$ cat config.mk
export PLATFORM = sky130hd
export DESIGN_NAME = weight_fifo_loader
export DESIGN_NICKNAME = d
export VERILOG_FILES = /design/src/rtl/weight_pkg.sv /design/src/rtl/weight_skid_buf.sv /design/src/rtl/weight_fifo_loader.sv
export SDC_FILE = /design/constraint.sdc
export NUM_CORES = 1
export LEC_CHECK = 0
export BUFFER_PORTS_ARGS = -buffer_cell sky130_fd_sc_hd__buf_2
export CORE_AREA = 2 2 108 110
export DETAILED_ROUTE_END_ITERATION = 10
export DIE_AREA = 0 0 110 112
export PLACE_DENSITY = 0.78
export SKIP_CTS_REPAIR_TIMING = 1
export SYNTH_ARGS = -nofsm -noshare
export SYNTH_HDL_FRONTEND = slang
export SYNTH_HIERARCHICAL = 1
export SYNTH_SLANG_ARGS = --single-unit
$ cat constraint.sdc
create_clock -name clk -period 6.8 [get_ports clk]
set_input_delay 0.68 -clock clk [delete_from_list [all_inputs] [get_ports clk]]
set_output_delay 0.68 -clock clk [all_outputs]
set_load 0.02 [all_outputs]
$ cat src/rtl/weight_pkg.sv
// Shared definitions for the weight fetch path.
// Contents:
//   state_t     - loader FSM states (IDLE, FETCH, FLUSH, DONE)
//   SKID_DEPTH  - number of row slots in the output skid buffer
//   row_width() - bits in one packed weight row
package weight_pkg;

   localparam int SKID_DEPTH = 2;

   typedef enum logic [1:0] {
      IDLE  = 2'd0,
      FETCH = 2'd1,
      FLUSH = 2'd2,
      DONE  = 2'd3
   } state_t;

   // One row holds array_size signed weights of data_width bits each.
   function automatic int row_width(input int array_size, input int data_width);
      return array_size * data_width;
   endfunction

endpackage

$ cat src/rtl/weight_skid_buf.sv
// Two-entry register FIFO that sits between the SRAM return path and the
// weight FIFO. Slot 0 is always the head, so the head data and valid come
// straight out of flops and never depend on pop in the same cycle.
// Ports:
//   clk, reset  - clock, synchronous active-low reset
//   push        - write push_data at the tail this cycle
//   push_data   - row plus its last flag (MSB)
//   pop         - consume the head this cycle (ignored when empty)
//   head_data   - current head entry
//   head_valid  - buffer holds at least one entry
//   count       - number of occupied slots (0..2)
module weight_skid_buf
   import weight_pkg::*;
#(
   parameter int WIDTH = 33
) (
   input  logic             clk,
   input  logic             reset,
   input  logic             push,
   input  logic [WIDTH-1:0] push_data,
   input  logic             pop,
   output logic [WIDTH-1:0] head_data,
   output logic             head_valid,
   output logic [1:0]       count
);

   localparam logic [1:0] FULL = 2'(SKID_DEPTH);

   logic [WIDTH-1:0] slot0;
   logic [WIDTH-1:0] slot1;
   logic             pop_ok;

   assign pop_ok     = pop && (count != 2'd0);
   assign head_data  = slot0;
   assign head_valid = (count != 2'd0);

   // Occupancy update. When both slots are full and a push and pop coincide,
   // the second slot shifts forward and the new row lands behind it, so the
   // occupancy stays at two and ordering is preserved.
   always_ff @(posedge clk) begin
      if (!reset) begin
         slot0 <= '0;
         slot1 <= '0;
         count <= 2'd0;
      end else begin
         case (count)
            2'd0: begin
               if (push) begin
                  slot0 <= push_data;
                  count <= 2'd1;
               end
            end
            2'd1: begin
               if (push && pop_ok) begin
                  slot0 <= push_data;
               end else if (push) begin
                  slot1 <= push_data;
                  count <= 2'd2;
               end else if (pop_ok) begin
                  count <= 2'd0;
               end
            end
            default: begin
               if (push && pop_ok) begin
                  slot0 <= slot1;
                  slot1 <= push_data;
               end else if (pop_ok) begin
                  slot0 <= slot1;
                  count <= 2'd1;
               end
            end
         endcase
      end
   end

   // The loader only issues a read when a slot is guaranteed to be free on
   // return, so a push into a full buffer without a pop means that credit
   // accounting upstream is broken.
   no_overflow: assert property (@(posedge clk) disable iff (!reset)
      !(push && !pop_ok && (count == FULL)));

endmodule

$ cat src/rtl/weight_fifo_loader.sv
// Fetch stage feeding the weight FIFO. On start it reads num_rows
// consecutive rows from the weight SRAM beginning at base_addr and pushes
// them downstream over valid/ready, absorbing the 1-cycle SRAM latency and
// downstream stalls in a 2-entry skid buffer.
// Ports:
//   clk, reset            - clock, synchronous active-low reset
//   start                 - job command strobe, only honoured in IDLE
//   base_addr, num_rows   - job parameters, captured with start
//   busy, done            - job status; done pulses once at job end
//   mem_rd_en, mem_addr   - SRAM read request
//   mem_rd_data           - SRAM data, valid the cycle after mem_rd_en
//   out_valid, out_ready  - handshake towards the weight FIFO
//   out_data, out_last    - row payload and final-row marker
module weight_fifo_loader
   import weight_pkg::*;
#(
   parameter int DATA_WIDTH = 8,
   parameter int ARRAY_SIZE = 4,
   parameter int ADDR_WIDTH = 10,
   parameter int CNT_WIDTH  = 10
) (
   input  logic                             clk,
   input  logic                             reset,
   input  logic                             start,
   input  logic [ADDR_WIDTH-1:0]            base_addr,
   input  logic [CNT_WIDTH-1:0]             num_rows,
   output logic                             busy,
   output logic                             done,
   output logic                             mem_rd_en,
   output logic [ADDR_WIDTH-1:0]            mem_addr,
   input  logic [ARRAY_SIZE*DATA_WIDTH-1:0] mem_rd_data,
   output logic                             out_valid,
   input  logic                             out_ready,
   output logic [ARRAY_SIZE*DATA_WIDTH-1:0] out_data,
   output logic                             out_last
);

   localparam int ROW_WIDTH = row_width(ARRAY_SIZE, DATA_WIDTH);

   state_t                  state;
   logic [ADDR_WIDTH-1:0]   base_q;
   logic [CNT_WIDTH-1:0]    num_q;
   logic [CNT_WIDTH-1:0]    issue_cnt;
   logic [CNT_WIDTH-1:0]    ret_cnt;
   logic [CNT_WIDTH-1:0]    last_idx;
   logic                    rd_pending;
   logic                    handshake;
   logic                    push_last;
   logic [1:0]              buf_count;
   logic [1:0]              credit;
   logic                    head_valid;
   logic [ROW_WIDTH:0]      head_data;

   // Credit counts rows already buffered plus the one read that may be in
   // flight. A read may go out while credit is below two, or at two when a
   // row leaves this very cycle, which keeps one row per cycle flowing with
   // out_ready held high.
   assign handshake = head_valid && out_ready;
   assign credit    = buf_count + {1'b0, rd_pending};
   assign mem_rd_en = (state == FETCH) &&
                      ((credit < 2'd2) || ((credit == 2'd2) && handshake));
   assign mem_addr  = (state == FETCH) ? (base_q + ADDR_WIDTH'(issue_cnt)) : '0;

   // The emit index travels with each row as it enters the buffer, so the
   // last flag is decided on the way in and simply rides along to the head.
   assign last_idx  = num_q - CNT_WIDTH'(1);
   assign push_last = (ret_cnt == last_idx);

   assign out_valid = head_valid;
   assign out_data  = head_data[ROW_WIDTH-1:0];
   assign out_last  = head_valid && head_data[ROW_WIDTH];

   // Return data is written unconditionally the cycle after a read; clearing
   // rd_pending on reset drops whatever the SRAM returns afterwards.
   weight_skid_buf #(
      .WIDTH(ROW_WIDTH + 1)
   ) u_skid (
      .clk       (clk),
      .reset     (reset),
      .push      (rd_pending),
      .push_data ({push_last, mem_rd_data}),
      .pop       (handshake),
      .head_data (head_data),
      .head_valid(head_valid),
      .count     (buf_count)
   );

   // Job sequencing. FETCH issues reads until the last address has gone out,
   // FLUSH then waits for the final row to leave the buffer, and DONE holds
   // the done pulse for a single cycle. FLUSH looks ahead at the pop in the
   // current cycle so done lands in the cycle right after the last handshake.
   always_ff @(posedge clk) begin
      if (!reset) begin
         state      <= IDLE;
         busy       <= 1'b0;
         done       <= 1'b0;
         base_q     <= '0;
         num_q      <= '0;
         issue_cnt  <= '0;
         ret_cnt    <= '0;
         rd_pending <= 1'b0;
      end else begin
         rd_pending <= mem_rd_en;
         done       <= 1'b0;
         if (rd_pending) begin
            ret_cnt <= ret_cnt + CNT_WIDTH'(1);
         end
         case (state)
            IDLE: begin
               if (start) begin
                  base_q    <= base_addr;
                  num_q     <= num_rows;
                  issue_cnt <= '0;
                  ret_cnt   <= '0;
                  busy      <= 1'b1;
                  if (num_rows == '0) begin
                     state <= DONE;
                     done  <= 1'b1;
                  end else begin
                     state <= FETCH;
                  end
               end
            end
            FETCH: begin
               if (mem_rd_en) begin
                  issue_cnt <= issue_cnt + CNT_WIDTH'(1);
                  if (issue_cnt == last_idx) begin
                     state <= FLUSH;
                  end
               end
            end
            FLUSH: begin
               if (!rd_pending &&
                   ((buf_count == 2'd0) || ((buf_count == 2'd1) && handshake))) begin
                  state <= DONE;
                  done  <= 1'b1;
               end
            end
            DONE: begin
               busy  <= 1'b0;
               state <= IDLE;
            end
            default: begin
               state <= IDLE;
            end
         endcase
      end
   end

endmodule

# Word-level counts from Yosys, hierarchy flattened

Cells that the tools add are included.

Register bits after elaboration: 113
Output and inout bits: 47
Word-level logic and storage cells: 95

Add/sub/neg operators: 5
$lt $le $gt $ge: 1
Equality and inequality tests: 17
Muxes and demuxes: 33
Bitwise gates (word level): 1
Reductions and logical operators: 27

Operators by type and width:

| kind                  | number |
|---|---|
| $mux 33               | 5 |
| $pmux 33 s2           | 2 |
| $mux 10               | 6 |
| $mux 2                | 11 |
| $add 10x1->10 const B | 2 |
| $eq 10x10->1          | 2 |
| $pmux 10 s2           | 1 |
| $ne 2x2->1 const B    | 7 |
| $add 10x10->10        | 1 |
| $logic_not 10->1      | 1 |
| $sub 10x1->10 const B | 1 |
| $logic_and 1x1->1     | 8 |
| $pmux 2 s4            | 1 |
| $reduce_and 4->1      | 2 |
| $reduce_bool 2->1     | 4 |
| $eq 2x2->1 const B    | 3 |
| $reduce_and 3->1      | 2 |
| $reduce_bool 3->1     | 2 |
| $reduce_and 5->1      | 1 |
| $eq 2x1->1 const B    | 2 |
| $logic_not 2->1       | 2 |
| $mux 1                | 4 |
| $ne 2x1->1 const B    | 2 |
| $pmux 1 s2            | 2 |
| 8 further kinds       | 10 |

# Depth between registers and ports, before layout

Gate-level depths: netlist of the first run.

Depth in word-level cells: 7
Mapped depth: 12

# Cells and area by module

Netlist of the first run, hierarchy kept.

By module, submodules not included:

| module             | instances | cells an instance | area an instance (sq um) | seq. area each (sq um) |
|---|---|---|---|---|
| weight_skid_buf    | 1         | 311               | 3,034.2                  | 1,361.3 |
| weight_fifo_loader | 1         | 365               | 3,009.1                  | 900.9 |

# Worst setup path before layout of the first run

Ideal clock, no wire load.

Path type: flip-flop to output port
Start point: register issue_cnt[0]
End point: output port mem_addr[8]
Data arrival time: 2,165 ps
Required time: 6,120 ps
Slack: 3,955 ps
Cell stages (with the launch flop): 10
Buffers on the path: 0
Cell sequence: dfxtp_1 -> ha_1 -> fa_1 -> a21o_1 -> a21oi_1 -> nor2b_1 -> o21a_1 -> o41ai_1 -> xnor2_1 -> and2_1

Longest elaborated chain between the ends: 2

RTL lines:

| item                     | line                      | text |
|---|---|---|
| start: declaration       | weight_fifo_loader.sv:43  | `logic [CNT_WIDTH-1:0] issue_cnt;` |
| start signal: assignment | weight_fifo_loader.sv:126 | `issue_cnt <= issue_cnt + CNT_WIDTH'(1);` |
| $add 10x10->10           | weight_fifo_loader.sv:62  | `assign mem_addr = (state == FETCH) ? (base_q + ADDR_WIDTH'(issue_cnt)) : '0;` |
| $mux 10                  | weight_fifo_loader.sv:62  |  |
| end: declaration         | weight_fifo_loader.sv:30  | `output logic [ADDR_WIDTH-1:0] mem_addr,` |

Every way passes these cells.

# Worst setup path after layout of the first run

Same ends and word-level chain as after synthesis.

==> results of run 1 <==
metrics by stage:
stage / cells / instance area, µm²
after floorplan: 676 / 6043
after global placement: 880 / 6523
after detailed placement: 880 / 6523
after CTS: 911 / 7103
after global routing: 911 / 7103
final: 911 / 7103
sequential cells by signal, summed over array words and instances, names as in the netlist, 2 cells and up:
signal / flops
u_skid/slot1: 33
ret_cnt: 10
u_skid/head_data: 33
base_q: 10
state: 2
num_q: 10
u_skid/count: 2
issue_cnt: 10
kinds of logic (layout without fill, tap and decap cells):
kind of cell	count (synthesis)	in the layout	synth area share
buffers and inverters	57	149	0.04969
AOI/OAI and AO/OA	109	109	0.1431
muxes	72	72	0.1199
xor gates and xnor gates	45	45	0.06522
DFF	113	113	0.3743
and+or+nand+nor	262	262	0.2093
adders and majority gates	18	18	0.03851
Yosys cell counts (2+ instances only):
cell type  count
dfxtp_1      113
nor2_1        25
or3_1          4
nor4_2         2
xor2_1        19
mux2_2         2
nand4_1        7
o21bai_1       2
nor3b_1        2
nand2b_1       5
a21o_1         3
nand2_2        2
buf_1          3
o211a_1       33
o21ai_0        8
o31a_1         2
clkbuf_1      23
nand2_1      128
nor2b_1       10
nor3_1         6
and3_1         2
nor4_1         3
o22ai_1        2
buf_4         10
a21boi_0      21
xnor2_1       26
a2111oi_0      2
ha_1          17
buf_2          3
and2_1        14
a21oi_1       10
nand3_1       39
inv_1         11
mux2i_1       69
buf_6          6
a31oi_1        2
a22oi_1        3
o21ai_1        5
o21a_1         2
or4_1          2
power groups by stage:
stage / sequential [mW] / combinational (mW) / clock [mW]
2_1_floorplan: 0.877 / 0.467 / 0
5_1_grt: 0.841 / 0.730 / 0.904
3_3_place_gp: 0.837 / 0.648 / 0
6_report: 0.831 / 0.663 / 0.863
4_1_cts: 0.829 / 0.666 / 0.874
3_5_place_dp: 0.842 / 0.661 / 0
cell type report:
cell class                 count  area [µm²]  area share
multi-input combinational    506        3492      0.4916
inverter                      12       45.04    0.006341
tap                          143       178.9     0.02519
clock buffer                  22       474.2     0.06676
clock inverter                 9       106.4     0.01497
sequential                   113        2263      0.3187
timing repair buffer         106       543.0     0.07645
worst paths after layout:
| kind | startpoint | end | slack (ps) | depth (start not counted) |
|---|---|---|---|---|
| worst max-delay path | issue_cnt[0]$_SDFFE_PN0P_ | mem_addr[8] | 3260 | 10 |
| worst min-delay path | u_skid/slot1[2]$_SDFFE_PN0P_ | u_skid/slot1[2]$_SDFFE_PN0P_ | 460 | 2 |
| worst max register to register | u_skid/count[1]$_SDFFE_PN0P_ | u_skid/slot1[11]$_SDFFE_PN0P_ | 4260 | 7 |
| worst min register to register | u_skid/slot1[2]$_SDFFE_PN0P_ | u_skid/slot1[2]$_SDFFE_PN0P_ | 460 | 2 |
per-layer routing:
metal / routed length [µm] / GRT usage / part of all wire / up-vias
met1: 6040 / 0.2790 / 0.45 / 2370
met4: 388 / 0.1080 / 0.029 / 0
li1: - / - / - / 2508
met2: 6369 / 0.3603 / 0.47 / 139
met3: 680 / 0.06030 / 0.050 / 33
met5: 0 / 0 / 0 / -
worst min-delay path, delay by kind of cell, from the launching register on:
kind | cells | cell delay [ps]
multiplexers | 1 | 50
flip-flops | 1 | 310
AND/OR/NAND/NOR | 1 | 50
==> flow_metrics.py, run 1 <==
metrics = {
    "synth": {
        "syn_nets": 750,
        "seq_area_frac_synth": 0.3743,
        "post-synth-top-area-fraction": 0.3743,
        "synth-edff-count": 0,
        "synth_area_leaders": "dfxtp_1 37%, mux2i_1 11%, nand2_1 8.0%, o211a_1 5.5%, xnor2_1 3.8%",
        "syn_inst": 676,
        "synth-main-ff-cell": "dfxtp_1",
        "yosys_warnings": 6,
        "ys_types": 68,
        "syn_area_um2": 6043,
        "synth_area_per_cell_um2": 8.940,
        "synth-seq-cells": 113,
        "synthArstFlopShare": 0,
        "yosys.area.top_type": "dfxtp_1",
    },
    "global_route": {
        "gr-usage-all-layers": 0.2256,
        "grt_pass1_wl_um": 22250,
        "antenna_found_initial": 0,
        "grt_max_degree": 109,
        "first_global_vias": 4929,
        "grt_overflow": 0,
    },
    "power": {
        "p_leak_nw": 3.201,
        "power_frac_comb": 0.281,
        "clkPwrFrac": 0.366,
        "power_frac_seq": 0.353,
        "switching_share": 0.3311,
        "power.total_mw": 2.356,
        "p_sw_mw": 0.7802,
        "cell_internal_pwr_mw": 1.576,
        "power_density_nw_per_um2": 331.7,
        "ir_worst_vdd_mv": 0.1838,
    },
    "die": {
        "die_h_um": 112,
        "initial_core_util": 0.5408,
        "die_area_um2": 12320,
        "rows": 39,
        "die_x_um": 110,
        "ios": 103,
        "core_area_um2": 11170,
    },
    "critical_path": {
        "crit_path_start_kind": "register",
        "worst-path-buf-inv": 1,
        "path_class": "reg2out",
        "slowest_stage": "fa_1",
        "endpoint_kind": "output port",
        "worstPathMaxFanout": 6,
        "cp_top_family": "compound AO/OA/AOI/OAI gates",
        "crit_arrival_ps": 2860,
        "path_cells": "ha_1 > fa_1 > a21o_1 > a21oi_1 > nor2b_1 > o21a_1 > o41ai_1 > xnor2_1 > and2_1 > buf_2",
        "required_ps": 6120,
        "cpPeakStageDelay_ps": 400,
    },
    "cells_and_area": {
        "mostFrequentLayoutCells": "128 x nand2_1, 112 x dfxtp_1, 101 x buf_2",
        "final_core_util": 0.6357,
        "drive_gt1_frac": 0.1992,
        "layout_commonest_cell": "nand2_1",
        "syn_to_final_growth_pct": 17.54,
        "final_net_count": 830,
        "n_antenna_cell": 0,
        "n_fill_cell": 939,
    },
    "clock_tree": {
        "clk_pin_slew_ps": 50,
        "root_buffer": "clkbuf_16",
        "cts_buffers": 17,
        "htree_levels": 4,
        "cts_buffer_depth": 2,
        "worstSkewPairLatency_ps": 410,
        "clkSinkCount": 113,
        "cts_tree": "built",
    },
    "timing": {
        "slew_headroom": 0.1171,
        "max_freq_mhz": 282.4,
        "worst_pin_slew_ps": 1324,
        "min_period_over_period": 0.5207,
        "rsz0062_at_grt": "false",
        "setup_violations": 0,
        "hold_violations": 0,
        "skew_ps": 8.118,
        "setup_slack_ps": 3259,
        "min_period_ps": 3541,
        "slew_viol_final": 0,
        "holdWs_ps": 460.2,
        "fin_tns_setup_ps": 0,
    },
    "flow_run": {
        "max-cap-violations": 0,
    },
    "drt": {
        "postRouteAntennaNets": 0,
        "drtIter0Drc": 319,
        "avgViaCountPerCell": 5.543,
        "avgRoutedWirePerCell_um": 14.80,
        "vias": 5050,
        "dr.pass1.iters": 5,
        "wl_um": 13480,
        "route.detailed.drc": 0,
    },
    "run_status": {
        "status": "complete, no violations",
    },
    "placed_design": {
        "dp_hpwl_um": 9211,
        "portBuffers": 102,
        "dp_slack_ps": 3695,
        "place_congestion": 0.8826,
    },
    "worst_hold_path": {
        "hp-class": "reg2reg",
    },
}
Note: power is estimated with default switching activity, not from simulation.
==> run 2, diff against run 1 <==
- ABC_AREA: not set -> 1
- CORE_AREA: 2 2 108 110 -> 2 2 114 116
- DIE_AREA: 0 0 110 112 -> 0 0 116 118
- PLACE_DENSITY: 0.78 -> 0.75
- clock period: 6.8 -> 3.21 ns (I/O delays scaled with it)
==> flow_metrics.py, run 2 <==
metrics = {
    "run_status": {
        "status": "complete, no violations",
    },
    "critical_path": {
        "crit_arrival_ps": 2660,
        "path_class": "reg2out",
        "crit_path_start_kind": "register",
        "r2r_start": "u_skid/count[1]$_SDFFE_PN0P_",
        "worstPathMaxFanout": 7,
        "slowest_stage": "fa_1",
        "cpPeakStageDelay_ps": 410,
        "required_ps": 2890,
        "path_cells": "ha_1 > fa_1 > nand3_1 > nand2_1 > a21o_1 > a21oi_1 > nor2_1 > o21ai_0 > a21oi_1 > nor2_1 > buf_2",
        "crit_start": "issue_cnt[0]$_SDFFE_PN0P_",
        "cp_top_family": "compound AO/OA/AOI/OAI gates",
        "endpoint_kind": "output port",
        "worst-path-buf-inv": 1,
    },
    "drt": {
        "route.met2.wl_um": 6458,
        "dr.pass1.iters": 5,
        "avgRoutedWirePerCell_um": 11.40,
        "vias": 6110,
        "postRouteAntennaNets": 0,
        "avgViaCountPerCell": 4.908,
        "wl_met3_um": 653,
        "route.detailed.drc": 0,
        "wl_um": 14200,
        "met1Wirelength_um": 6875,
        "top_layer": "met4",
        "drtIter0Drc": 455,
    },
    "cells_and_area": {
        "layout_commonest_cell": "nand2_1",
        "instances_no_fill": 1245,
        "n_fill_cell": 1219,
        "final_net_count": 1134,
        "drive_gt1_frac": 0.1612,
        "seq_area_um2": 2263,
        "multi_input_area_um2": 3257,
        "n_antenna_cell": 0,
        "syn_to_final_growth_pct": 18.72,
        "mostFrequentLayoutCells": "223 x nand2_1, 164 x nor2_1, 121 x inv_1",
    },
    "clock_tree": {
        "clk_pin_slew_ps": 50,
        "htree_levels": 4,
        "cts_buffer_depth": 2,
        "cts_tree": "built",
        "worstSkewPairLatency_ps": 410,
        "clkSinkCount": 113,
        "cts_buffers": 17,
        "root_buffer": "clkbuf_16",
    },
    "global_route": {
        "gr-usage-all-layers": 0.2142,
        "first_global_vias": 5466,
        "grt_max_degree": 75,
        "grt_overflow": 0,
        "antenna_found_initial": 0,
        "grt_pass1_wl_um": 24050,
    },
    "synth": {
        "yosys_warnings": 6,
        "synthArstFlopShare": 0,
        "syn_inst": 976,
        "syn_nets": 1050,
        "ys_types": 37,
        "synth-seq-cells": 113,
        "yosys.area.top_type": "dfxtp_1",
        "synth_area_per_cell_um2": 6.402,
        "synth_most_common_cell": "nand2_1",
        "synth-edff-count": 0,
        "synth-main-ff-cell": "dfxtp_1",
        "synth_commonest_cells": "225 x nand2_1, 164 x nor2_1, 121 x inv_1",
        "seq_area_frac_synth": 0.3620,
        "syn_area_um2": 6248,
        "post-synth-top-area-fraction": 0.3620,
        "synth_area_leaders": "dfxtp_1 36%, nand2_1 14%, nor2_1 9.9%, inv_1 7.3%, a21oi_1 6.2%",
    },
    "placed_design": {
        "post-place-cells": 1213,
        "portBuffers": 102,
        "place_congestion": 0.8933,
        "dp_hpwl_um": 9489,
    },
    "timing": {
        "skew_ps": 5.973,
        "max_freq_mhz": 335.3,
        "hold_violations": 0,
        "worst_pin_slew_ps": 753.2,
        "fin_tns_setup_ps": 0,
        "rsz0062_at_grt": "false",
        "setup_violations": 0,
        "min_period_over_period": 0.9290,
        "min_period_ps": 2982,
        "slew_viol_final": 0,
        "slew_headroom": 0.4979,
    },
    "power": {
        "power_frac_seq": 0.320,
        "clkPwrFrac": 0.354,
        "cell_internal_pwr_mw": 3.583,
        "ir_worst_vdd_mv": 0.4501,
        "switching_share": 0.3604,
        "p_sw_mw": 2.019,
        "power.total_mw": 5.601,
        "power_frac_comb": 0.326,
        "power_density_nw_per_um2": 755.1,
        "p_leak_nw": 3.623,
    },
    "die": {
        "die_area_um2": 13690,
        "rows": 41,
        "core_area_um2": 12410,
        "die_h_um": 118,
        "die_x_um": 116,
        "initial_core_util": 0.5033,
        "ios": 103,
    },
    "worst_hold_path": {
        "hp-class": "in2reg",
        "worstHoldStart": "base_addr[2]",
    },
    "flow_run": {
        "max-cap-violations": 0,
    },
}
## run 2: cell count changes after synthesis, moves of 21 or more
cell,change
mux2i_1,-69
o211a_1,-33
a21oi_1,+68
nor2_1,+139
nand2_1,+97
xnor2_1,-25
nand3_1,+35
o21ai_0,+57
a21boi_0,-21
inv_1,+110
## run 2: tightest hold or removal path: cells and delay by family
kind	cells	cell delay [ps]
AOI/OAI and AO/OA	1	70
buffers and inverters	1	70
and+or+nand+nor	1	70
## run 2: cell families (layout without fill, tap and decap cells)
logic type / Yosys count / in the layout / share of synthesized area
compound gates: 161 / 161 / 0.1358
xor+xnor: 10 / 10 / 0.01402
fa+ha+maj: 18 / 18 / 0.03724
buf+inv: 173 / 270 / 0.1183
flops: 113 / 113 / 0.3620
simple gates: 501 / 501 / 0.3326
## run 2: power groups by stage
stage	Sequential, mW	Clock [mW]	Combinational (mW)
global route	1.82	2.08	2.08
finish	1.80	1.98	1.82
floorplan	1.93	0	1.30
detailed placement	1.82	0	1.81
CTS	1.80	2.02	1.82
global placement	1.82	0	1.79
## run 2: final timing paths
path	slack (ps)	cells after the start	endpoint
worst max-delay path	230	11	mem_addr[8]
worst min-delay path	150	3	base_q[2]$_SDFFE_PN0P_
worst max register to register	1030	7	u_skid/slot1[26]$_SDFFE_PN0P_
worst min register to register	480	2	ret_cnt[9]$_SDFF_PN0_
## run 2: stage by stage
step / setup slack (ps) / util / hold WS, ps / instance area [µm²]
finish: 227.9 / 0.5976 / 154.0 / 7418
global placement: 742.7 / 0.5474 / 462.8 / 6795
floorplan: 834.8 / - / 450.1 / 6248
detailed placement: 693.4 / 0.5474 / 468.0 / 6795
CTS: 226.3 / 0.5976 / 145.2 / 7418
global route: 48.47 / 0.5976 / 160.5 / 7418
## run 2: layout make-up
type | instances | share of cell area
multi-input cells | 690 | 0.4390
clock buffers | 23 | 0.06308
repair buffers | 109 | 0.07758
inverters | 129 | 0.06527
flip-flops and latches | 113 | 0.3051
clock inverters | 9 | 0.02091
well taps | 172 | 0.02901
## run 2: layer usage
metal,global-route usage,vias to the layer above
li1,-,3254
met1,0.2758,2696
met2,0.3483,139
met3,0.04583,21
met4,0.08259,0
met5,0,-
